--- src/rtl/mop_issue_pipe_if.sv ---
// Sequencer-to-issue-pipe micro-op channel (valid/ready handshake plus op fields).
interface mop_issue_pipe_if #(
    parameter int unsigned AW     = 9,
    parameter int unsigned CSIG_W = 16
);
    logic              in_valid;
    logic              in_ready;
    logic [AW-1:0]     in_src0;
    logic [AW-1:0]     in_src1;
    logic [AW-1:0]     in_dst;
    logic [1:0]        in_we;
    logic [CSIG_W-1:0] in_csig;

    modport master (
        output in_valid, in_src0, in_src1, in_dst, in_we, in_csig,
        input  in_ready
    );

    modport slave (
        input  in_valid, in_src0, in_src1, in_dst, in_we, in_csig,
        output in_ready
    );
endinterface

--- src/rtl/mop_issue_pipe.sv ---
// Micro-op issue and tracking pipeline: delay line with stage taps, RAW/WAW scoreboard
// that stalls issue, and a fixed-priority shared BRAM write port (host > pipe > side).
// Optional stall performance counter enabled by defining MOP_PERF_CNT_EN.
module mop_issue_pipe #(
    parameter int unsigned AW        = 9,
    parameter int unsigned CSIG_W    = 16,
    parameter int unsigned LAT_READ  = 2,
    parameter int unsigned LAT_EXEC  = 90,
    parameter int unsigned TAP_CMUL  = 88,
    parameter int unsigned LAT_WRITE = 1
) (
    input  logic              clk,
    input  logic              rst,
    input  logic              flush,
    input  logic              host_mode,
    mop_issue_pipe_if.slave   op,
    output logic [AW-1:0]     rd_addr0,
    output logic [AW-1:0]     rd_addr1,
    input  logic              ext_we,
    input  logic [AW-1:0]     ext_waddr,
    input  logic [AW-1:0]     ext_raddr,
    output logic [CSIG_W-1:0] pre_csig,
    output logic [CSIG_W-1:0] cmul_csig,
    output logic [CSIG_W-1:0] post_csig,
    output logic [CSIG_W-1:0] post2_csig,
    input  logic              sw_req,
    input  logic [AW-1:0]     sw_addr,
    output logic              sw_gnt,
    output logic [1:0]        mem_we,
    output logic [AW-1:0]     mem_waddr,
    output logic [1:0]        mem_sel,
    output logic [23:0]       stall_cnt
);
    localparam int unsigned P     = LAT_READ + LAT_EXEC + LAT_WRITE;
    localparam int unsigned NADDR = 1 << AW;

    logic [P-1:0]      vld_q;
    logic [AW-1:0]     dst_q  [P];
    logic [1:0]        we_q   [P];
    logic [CSIG_W-1:0] csig_q [P];
    logic [NADDR-1:0]  pend_q;
    logic [NADDR-1:0]  pend_d;
    logic              fire;
    logic              wb_clr;

    // Hazards use the registered scoreboard only; a clear takes effect next cycle.
    assign op.in_ready = ~host_mode & ~rst & ~flush & ~pend_q[op.in_src0]
                       & ~pend_q[op.in_src1] & ~pend_q[op.in_dst];
    assign fire = op.in_valid & op.in_ready;

    assign rd_addr0 = op.in_src0;
    assign rd_addr1 = host_mode ? ext_raddr : op.in_src1;

    assign pre_csig   = vld_q[LAT_READ]   ? csig_q[LAT_READ]   : '0;
    assign cmul_csig  = vld_q[TAP_CMUL]   ? csig_q[TAP_CMUL]   : '0;
    assign post_csig  = vld_q[TAP_CMUL+1] ? csig_q[TAP_CMUL+1] : '0;
    assign post2_csig = vld_q[TAP_CMUL+2] ? csig_q[TAP_CMUL+2] : '0;

    // Only ops that actually set a pend bit may clear one (a we=0 op must not release a
    // later writer's reservation on the same address).
    assign wb_clr = vld_q[P-1] & (we_q[P-1] != 2'b00);

    // Delay line: shift every cycle, cleared by reset or flush.
    always_ff @(posedge clk) begin
        if (rst || flush) begin
            vld_q <= '0;
            for (int k = 0; k < P; k++) begin
                dst_q[k]  <= '0;
                we_q[k]   <= '0;
                csig_q[k] <= '0;
            end
        end else begin
            vld_q     <= {vld_q[P-2:0], fire};
            dst_q[0]  <= fire ? op.in_dst  : '0;
            we_q[0]   <= fire ? op.in_we   : '0;
            csig_q[0] <= fire ? op.in_csig : '0;
            for (int k = 1; k < P; k++) begin
                dst_q[k]  <= dst_q[k-1];
                we_q[k]   <= we_q[k-1];
                csig_q[k] <= csig_q[k-1];
            end
        end
    end

    // Scoreboard next state: clear on write-back, set on issue of a writing op.
    always_comb begin
        pend_d = pend_q;
        if (wb_clr) begin
            pend_d[dst_q[P-1]] = 1'b0;
        end
        if (fire && (op.in_we != 2'b00)) begin
            pend_d[op.in_dst] = 1'b1;
        end
    end

    // Scoreboard register.
    always_ff @(posedge clk) begin
        if (rst || flush) begin
            pend_q <= '0;
        end else begin
            pend_q <= pend_d;
        end
    end

    // Write port arbitration: host write, then pipeline write-back, then side unit.
    always_comb begin
        mem_we    = 2'b00;
        mem_waddr = '0;
        mem_sel   = 2'd0;
        sw_gnt    = 1'b0;
        if (rst) begin
            mem_we = 2'b00;
        end else if (host_mode && ext_we) begin
            mem_we    = 2'b11;
            mem_waddr = ext_waddr;
            mem_sel   = 2'd0;
        end else if (vld_q[P-1] && !flush) begin
            mem_we    = we_q[P-1];
            mem_waddr = dst_q[P-1];
            mem_sel   = 2'd2;
        end else if (sw_req) begin
            mem_we    = 2'b11;
            mem_waddr = sw_addr;
            mem_sel   = 2'd1;
            sw_gnt    = 1'b1;
        end
    end

`ifdef MOP_PERF_CNT_EN
    logic [23:0] stall_q;

    // Saturating count of cycles the sequencer was held off by hazards or flush.
    always_ff @(posedge clk) begin
        if (rst) begin
            stall_q <= '0;
        end else if (op.in_valid && !op.in_ready && !host_mode && (stall_q != 24'hFFFFFF)) begin
            stall_q <= stall_q + 24'd1;
        end
    end

    assign stall_cnt = stall_q;
`else
    assign stall_cnt = '0;
`endif
endmodule
--- src/flat_wrapper.sv ---
// flat-port wrapper written by rule: the top's interface ports become plain ports
module mop_issue_pipe_flat 
#(
    parameter int unsigned AW        = 9,
    parameter int unsigned CSIG_W    = 16,
    parameter int unsigned LAT_READ  = 2,
    parameter int unsigned LAT_EXEC  = 90,
    parameter int unsigned TAP_CMUL  = 88,
    parameter int unsigned LAT_WRITE = 1
)
  (clk, rst, flush, host_mode, rd_addr0, rd_addr1, ext_we, ext_waddr, ext_raddr, pre_csig, cmul_csig, post_csig, post2_csig, sw_req, sw_addr, sw_gnt, mem_we, mem_waddr, mem_sel, stall_cnt, op_in_valid, op_in_src0, op_in_src1, op_in_dst, op_in_we, op_in_csig, op_in_ready);
  mop_issue_pipe_if #(.AW(AW), .CSIG_W(CSIG_W)) op_i ();
  input  logic clk;
  input  logic rst;
  input  logic flush;
  input  logic host_mode;
  output logic [AW-1:0] rd_addr0;
  output logic [AW-1:0] rd_addr1;
  input  logic ext_we;
  input  logic [AW-1:0] ext_waddr;
  input  logic [AW-1:0] ext_raddr;
  output logic [CSIG_W-1:0] pre_csig;
  output logic [CSIG_W-1:0] cmul_csig;
  output logic [CSIG_W-1:0] post_csig;
  output logic [CSIG_W-1:0] post2_csig;
  input  logic sw_req;
  input  logic [AW-1:0] sw_addr;
  output logic sw_gnt;
  output logic [1:0] mem_we;
  output logic [AW-1:0] mem_waddr;
  output logic [1:0] mem_sel;
  output logic [23:0] stall_cnt;
  input wire logic [$bits(op_i.in_valid)-1:0] op_in_valid;
  input wire logic [$bits(op_i.in_src0)-1:0] op_in_src0;
  input wire logic [$bits(op_i.in_src1)-1:0] op_in_src1;
  input wire logic [$bits(op_i.in_dst)-1:0] op_in_dst;
  input wire logic [$bits(op_i.in_we)-1:0] op_in_we;
  input wire logic [$bits(op_i.in_csig)-1:0] op_in_csig;
  output wire logic [$bits(op_i.in_ready)-1:0] op_in_ready;
  assign op_i.in_valid = op_in_valid;
  assign op_i.in_src0 = op_in_src0;
  assign op_i.in_src1 = op_in_src1;
  assign op_i.in_dst = op_in_dst;
  assign op_i.in_we = op_in_we;
  assign op_i.in_csig = op_in_csig;
  assign op_in_ready = op_i.in_ready;
  mop_issue_pipe #(.AW(AW), .CSIG_W(CSIG_W), .LAT_READ(LAT_READ), .LAT_EXEC(LAT_EXEC), .TAP_CMUL(TAP_CMUL), .LAT_WRITE(LAT_WRITE)) u_core (.clk(clk), .rst(rst), .flush(flush), .host_mode(host_mode), .op(op_i), .rd_addr0(rd_addr0), .rd_addr1(rd_addr1), .ext_we(ext_we), .ext_waddr(ext_waddr), .ext_raddr(ext_raddr), .pre_csig(pre_csig), .cmul_csig(cmul_csig), .post_csig(post_csig), .post2_csig(post2_csig), .sw_req(sw_req), .sw_addr(sw_addr), .sw_gnt(sw_gnt), .mem_we(mem_we), .mem_waddr(mem_waddr), .mem_sel(mem_sel), .stall_cnt(stall_cnt));
endmodule
--- config.mk ---
export PLATFORM = sky130hd
export DESIGN_NAME = mop_issue_pipe_flat
export DESIGN_NICKNAME = d
export VERILOG_FILES = /design/src/rtl/mop_issue_pipe_if.sv /design/src/rtl/mop_issue_pipe.sv /design/src/flat_wrapper.sv
export SDC_FILE = /design/constraint.sdc
export NUM_CORES = 2
export LEC_CHECK = 0
export CORE_ASPECT_RATIO = 1.1
export CORE_MARGIN = 2
export CORE_UTILIZATION = 50
export CTS_CLUSTER_DIAMETER = 100
export DETAILED_ROUTE_END_ITERATION = 10
export DONT_BUFFER_PORTS = 1
export SLEW_MARGIN = 20
export SYNTH_ARGS = -nofsm -noshare
export SYNTH_HDL_FRONTEND = slang
export SYNTH_SLANG_ARGS = --single-unit
--- constraint.sdc ---
create_clock -name clk -period 6.3 [get_ports clk]
set_input_delay 0.315 -clock clk [delete_from_list [all_inputs] [get_ports clk]]
set_output_delay 0.315 -clock clk [all_outputs]
set_load 0.01 [all_outputs]
==> results_dict.tcl <==
set metrics [dict create \
    finish.instance_area_um2 119900 \
    nNetsFinal 9159 \
    synth.area.top_cells "dfxtp_1 (57%), and2_1 (15%), mux4_2 (6.5%)" \
    min_period_ns 4.805 \
    die_y_um 492.1 \
    clock.fmax_mhz 208.1 \
    post-route-period-util_pct 76.27 \
    fin_tns_setup_ns 0 \
    drt-initial-drc-count 6911 \
    cts_tree "yes" \
    path_depth 9 \
    num_rows 179 \
    status "finished clean" \
    finalSetupViolations 0 \
    clock_skew_ns 0.09515 \
    rsz0062_at_grt "no" \
    ff2ff_path_depth 10 \
    synth_top_area_share_pct 57.00 \
    r2r-start "u_core.pend_q[285]" \
    grt_pass1_vias 65860 \
    worst-slew-pin-transition_ns 1.250 \
    grt_use_total_pct 23.68 \
    synthFlopType "dfxtp_1" \
    min_path_type "input pin to flip-flop" \
    die-area_um2 220400 \
    slew_viol_final 0 \
    yosys_warnings 0 \
    synth_cell_types 68 \
    drtPass1Iterations 7 \
    critPathCapture "op_in_ready" \
    powerDensity_nw_per_um2 326.8 \
    multi_input_area_um2 42720 \
    ys_ff_latch 3084 \
    regArea_um2 61740 \
    ioPinCount 200 \
    area_delta_synth_final_pct 10.71 \
    initial_core_util_pct 50.17 \
    synth_most_common_cell "dfxtp_1" \
    insertion_delay_ns 0.95 \
    crit_arrival_ns 4.49 \
    cts.htree.levels 5 \
    clockBufferDepth 4 \
    worstSetupPathType "flip-flop to primary output" \
    finalWirelength_mm 266.4 \
    antenna_found_initial 11 \
    die_w_um 447.8 \
    hold_viol 0 \
    hold_start "op_in_we[0]" \
    io_buffer_count 0 \
    fillCellCount 18440 \
    viasPerCell 5.619 \
    wl_per_cell_um 21.81 \
    routabilityCongestion 0.9903 \
    grt_pass1_wl_mm 404.6 \
    reg2reg_to "u_core.pend_q[259]" \
    critPathLaunchType "flip-flop" \
    cp.required_ns 5.98 \
    drive_gt1_share_pct 15.35 \
    cp_top_family "compound AO/OA/AOI/OAI gates" \
    drv_cap 0 \
    antenna_left 0 \
    crit_path_start "u_core.pend_q[261]" \
    clkSinkCount 3084 \
    cts_root_buffer "clkbuf_16" \
    synth_cells 9440 \
    grt_max_degree 330 \
    synth_area_leader_cell "dfxtp_1" \
    crit_buf_inv 1 \
    cts_made_buffers 318 \
    synth_area_um2 108300 \
    via_count 68630 \
    relSlewSlack_pct 16.50 \
    p_leak_uw 0.04484 \
    post_dp_cell_area_um2 109000 \
    slowest_delay_ns 0.96 \
    yosysSeqAreaShare_pct 57.00 \
    ir_drop_uv 276.7 \
    r2r_slack_ns 1.78 \
    synth_commonest_cells "dfxtp_1 (3084), and2_1 (2622), clkbuf_1 (566)" \
    grt-ovfl-total 0 \
    dp_hpwl_mm 144.8 \
    coreArea_um2 215900 \
    crit_chain "mux4_2 -> nor2b_1 -> a2111oi_1 -> or3_1 -> a21oi_1 -> a22oi_1 -> nand4_1 -> buf_4 -> nor3_1" \
    slowest_stage "a2111oi_1" \
    remaining_drc_errors 0 \
    cp-end-kind "primary output" \
    synth_edf_count 0 \
    path_max_fanout 14 \
    path_clk_slew_ns 0.06 \
    syn_area_per_cell_um2 11.47 \
    synth-async-reset-ratio_pct 0 \
]
## through the flow
stage	utilization, %	setup slack (ns)	total power, µW	hold WS (ns)	instances
after global routing	55.53	1.498	40580	0.03575	12200
after global placement	50.47	1.800	21040	0.4071	11610
after floorplan	-	3.158	21060	0.4057	9463
after detailed placement	50.48	1.891	21060	0.4097	11610
final	55.54	1.495	39190	0.08675	12210
after CTS	55.51	1.668	39690	0.0009606	12200
## sequential cells by signal (all words and copies together) (netlist names)
signal         cells
u_core.csig_q   1456
u_core.dst_q     837
u_core.pend_q    512
u_core.vld_q      93
u_core.we_q      186
## worst min path at each step
stage               slack (ns)                     end  depth (start not counted)
floorplan                 0.41  u_core.csig_q[0][1000]                          1
global placement          0.41   u_core.csig_q[0][748]                          1
detailed placement        0.41  u_core.csig_q[0][1296]                          1
CTS                      0.001       u_core.pend_q[78]                          6
global route              0.04     u_core.csig_q[0][6]                          3
finish                    0.09       u_core.we_q[0][0]                          3
## where the power goes
group | internal (µW) | switching, µW | leakage, µW
combinational | 254 | 929 | 0.0149
sequential | 19500 | 1.03 | 0.0248
clock | 11100 | 7420 | 0.00510
## cells in the final DEF, fill, tap and decap left out, types with 20 or more instances in the layout
cell type,count
and2_1,2621
conb_1,24
dlygate4sd3_1,44
clkbuf_16,320
o31ai_2,490
bufinv_16,24
o211ai_1,521
mux2i_1,189
o31ai_1,22
nand3_1,167
clkbuf_8,67
clkinv_2,47
a22oi_1,131
mux4_2,311
nor2b_1,37
dfxtp_1,3084
mux2_2,20
nor2_1,162
buf_12,26
nand2_1,539
a21oi_1,52
nor4_1,32
buf_4,51
clkbuf_1,62
## kinds of logic after synthesis
| family | count (synthesis) | synth area share (%) |
|---|---|---|
| buffers and inverters | 835 | 3.830 |
| AND/OR/NAND/NOR | 3678 | 19.40 |
| other | 1 | 0.003462 |
| AO/OA/AOI/OAI | 1322 | 11.35 |
| flip-flops | 3084 | 57.00 |
| multiplexers | 520 | 8.422 |
## worst reg2reg max path: stages (launching register included)
cell,delay [ns]
dfxtp_1,0.41
mux4_2,0.31
a22oi_1,0.10
a21oi_1,0.41
a21oi_1,0.12
a2111oi_0,0.72
a41oi_1,0.14
nand4_1,0.31
buf_4,0.75
buf_12,0.70
o31ai_2,0.40
## layout make-up
class | count | area share (%)
repair buffers | 124 | 1.171
flip-flops and latches | 3084 | 51.49
clock inverters | 98 | 1.002
clock buffers | 449 | 7.641
inverters | 8 | 0.02504
diodes | 11 | 0.02296
well taps | 2896 | 3.022
multi-input cells | 5544 | 35.63
## metal layers
metal	part of all wire, %	track usage, %
met1	41	30.21
met2	42	34.73
met3	9.9	7.344
met4	7.0	15.21
met5	0.018	0
## timing repair
action / in CTS / in global routing
setup buffers: 0 / 0
hold endpoints to repair: 378 / 12
hold buffers: 46 / 1
resized for setup: 0 / 0
Note: power is estimated with default switching activity, not from simulation.
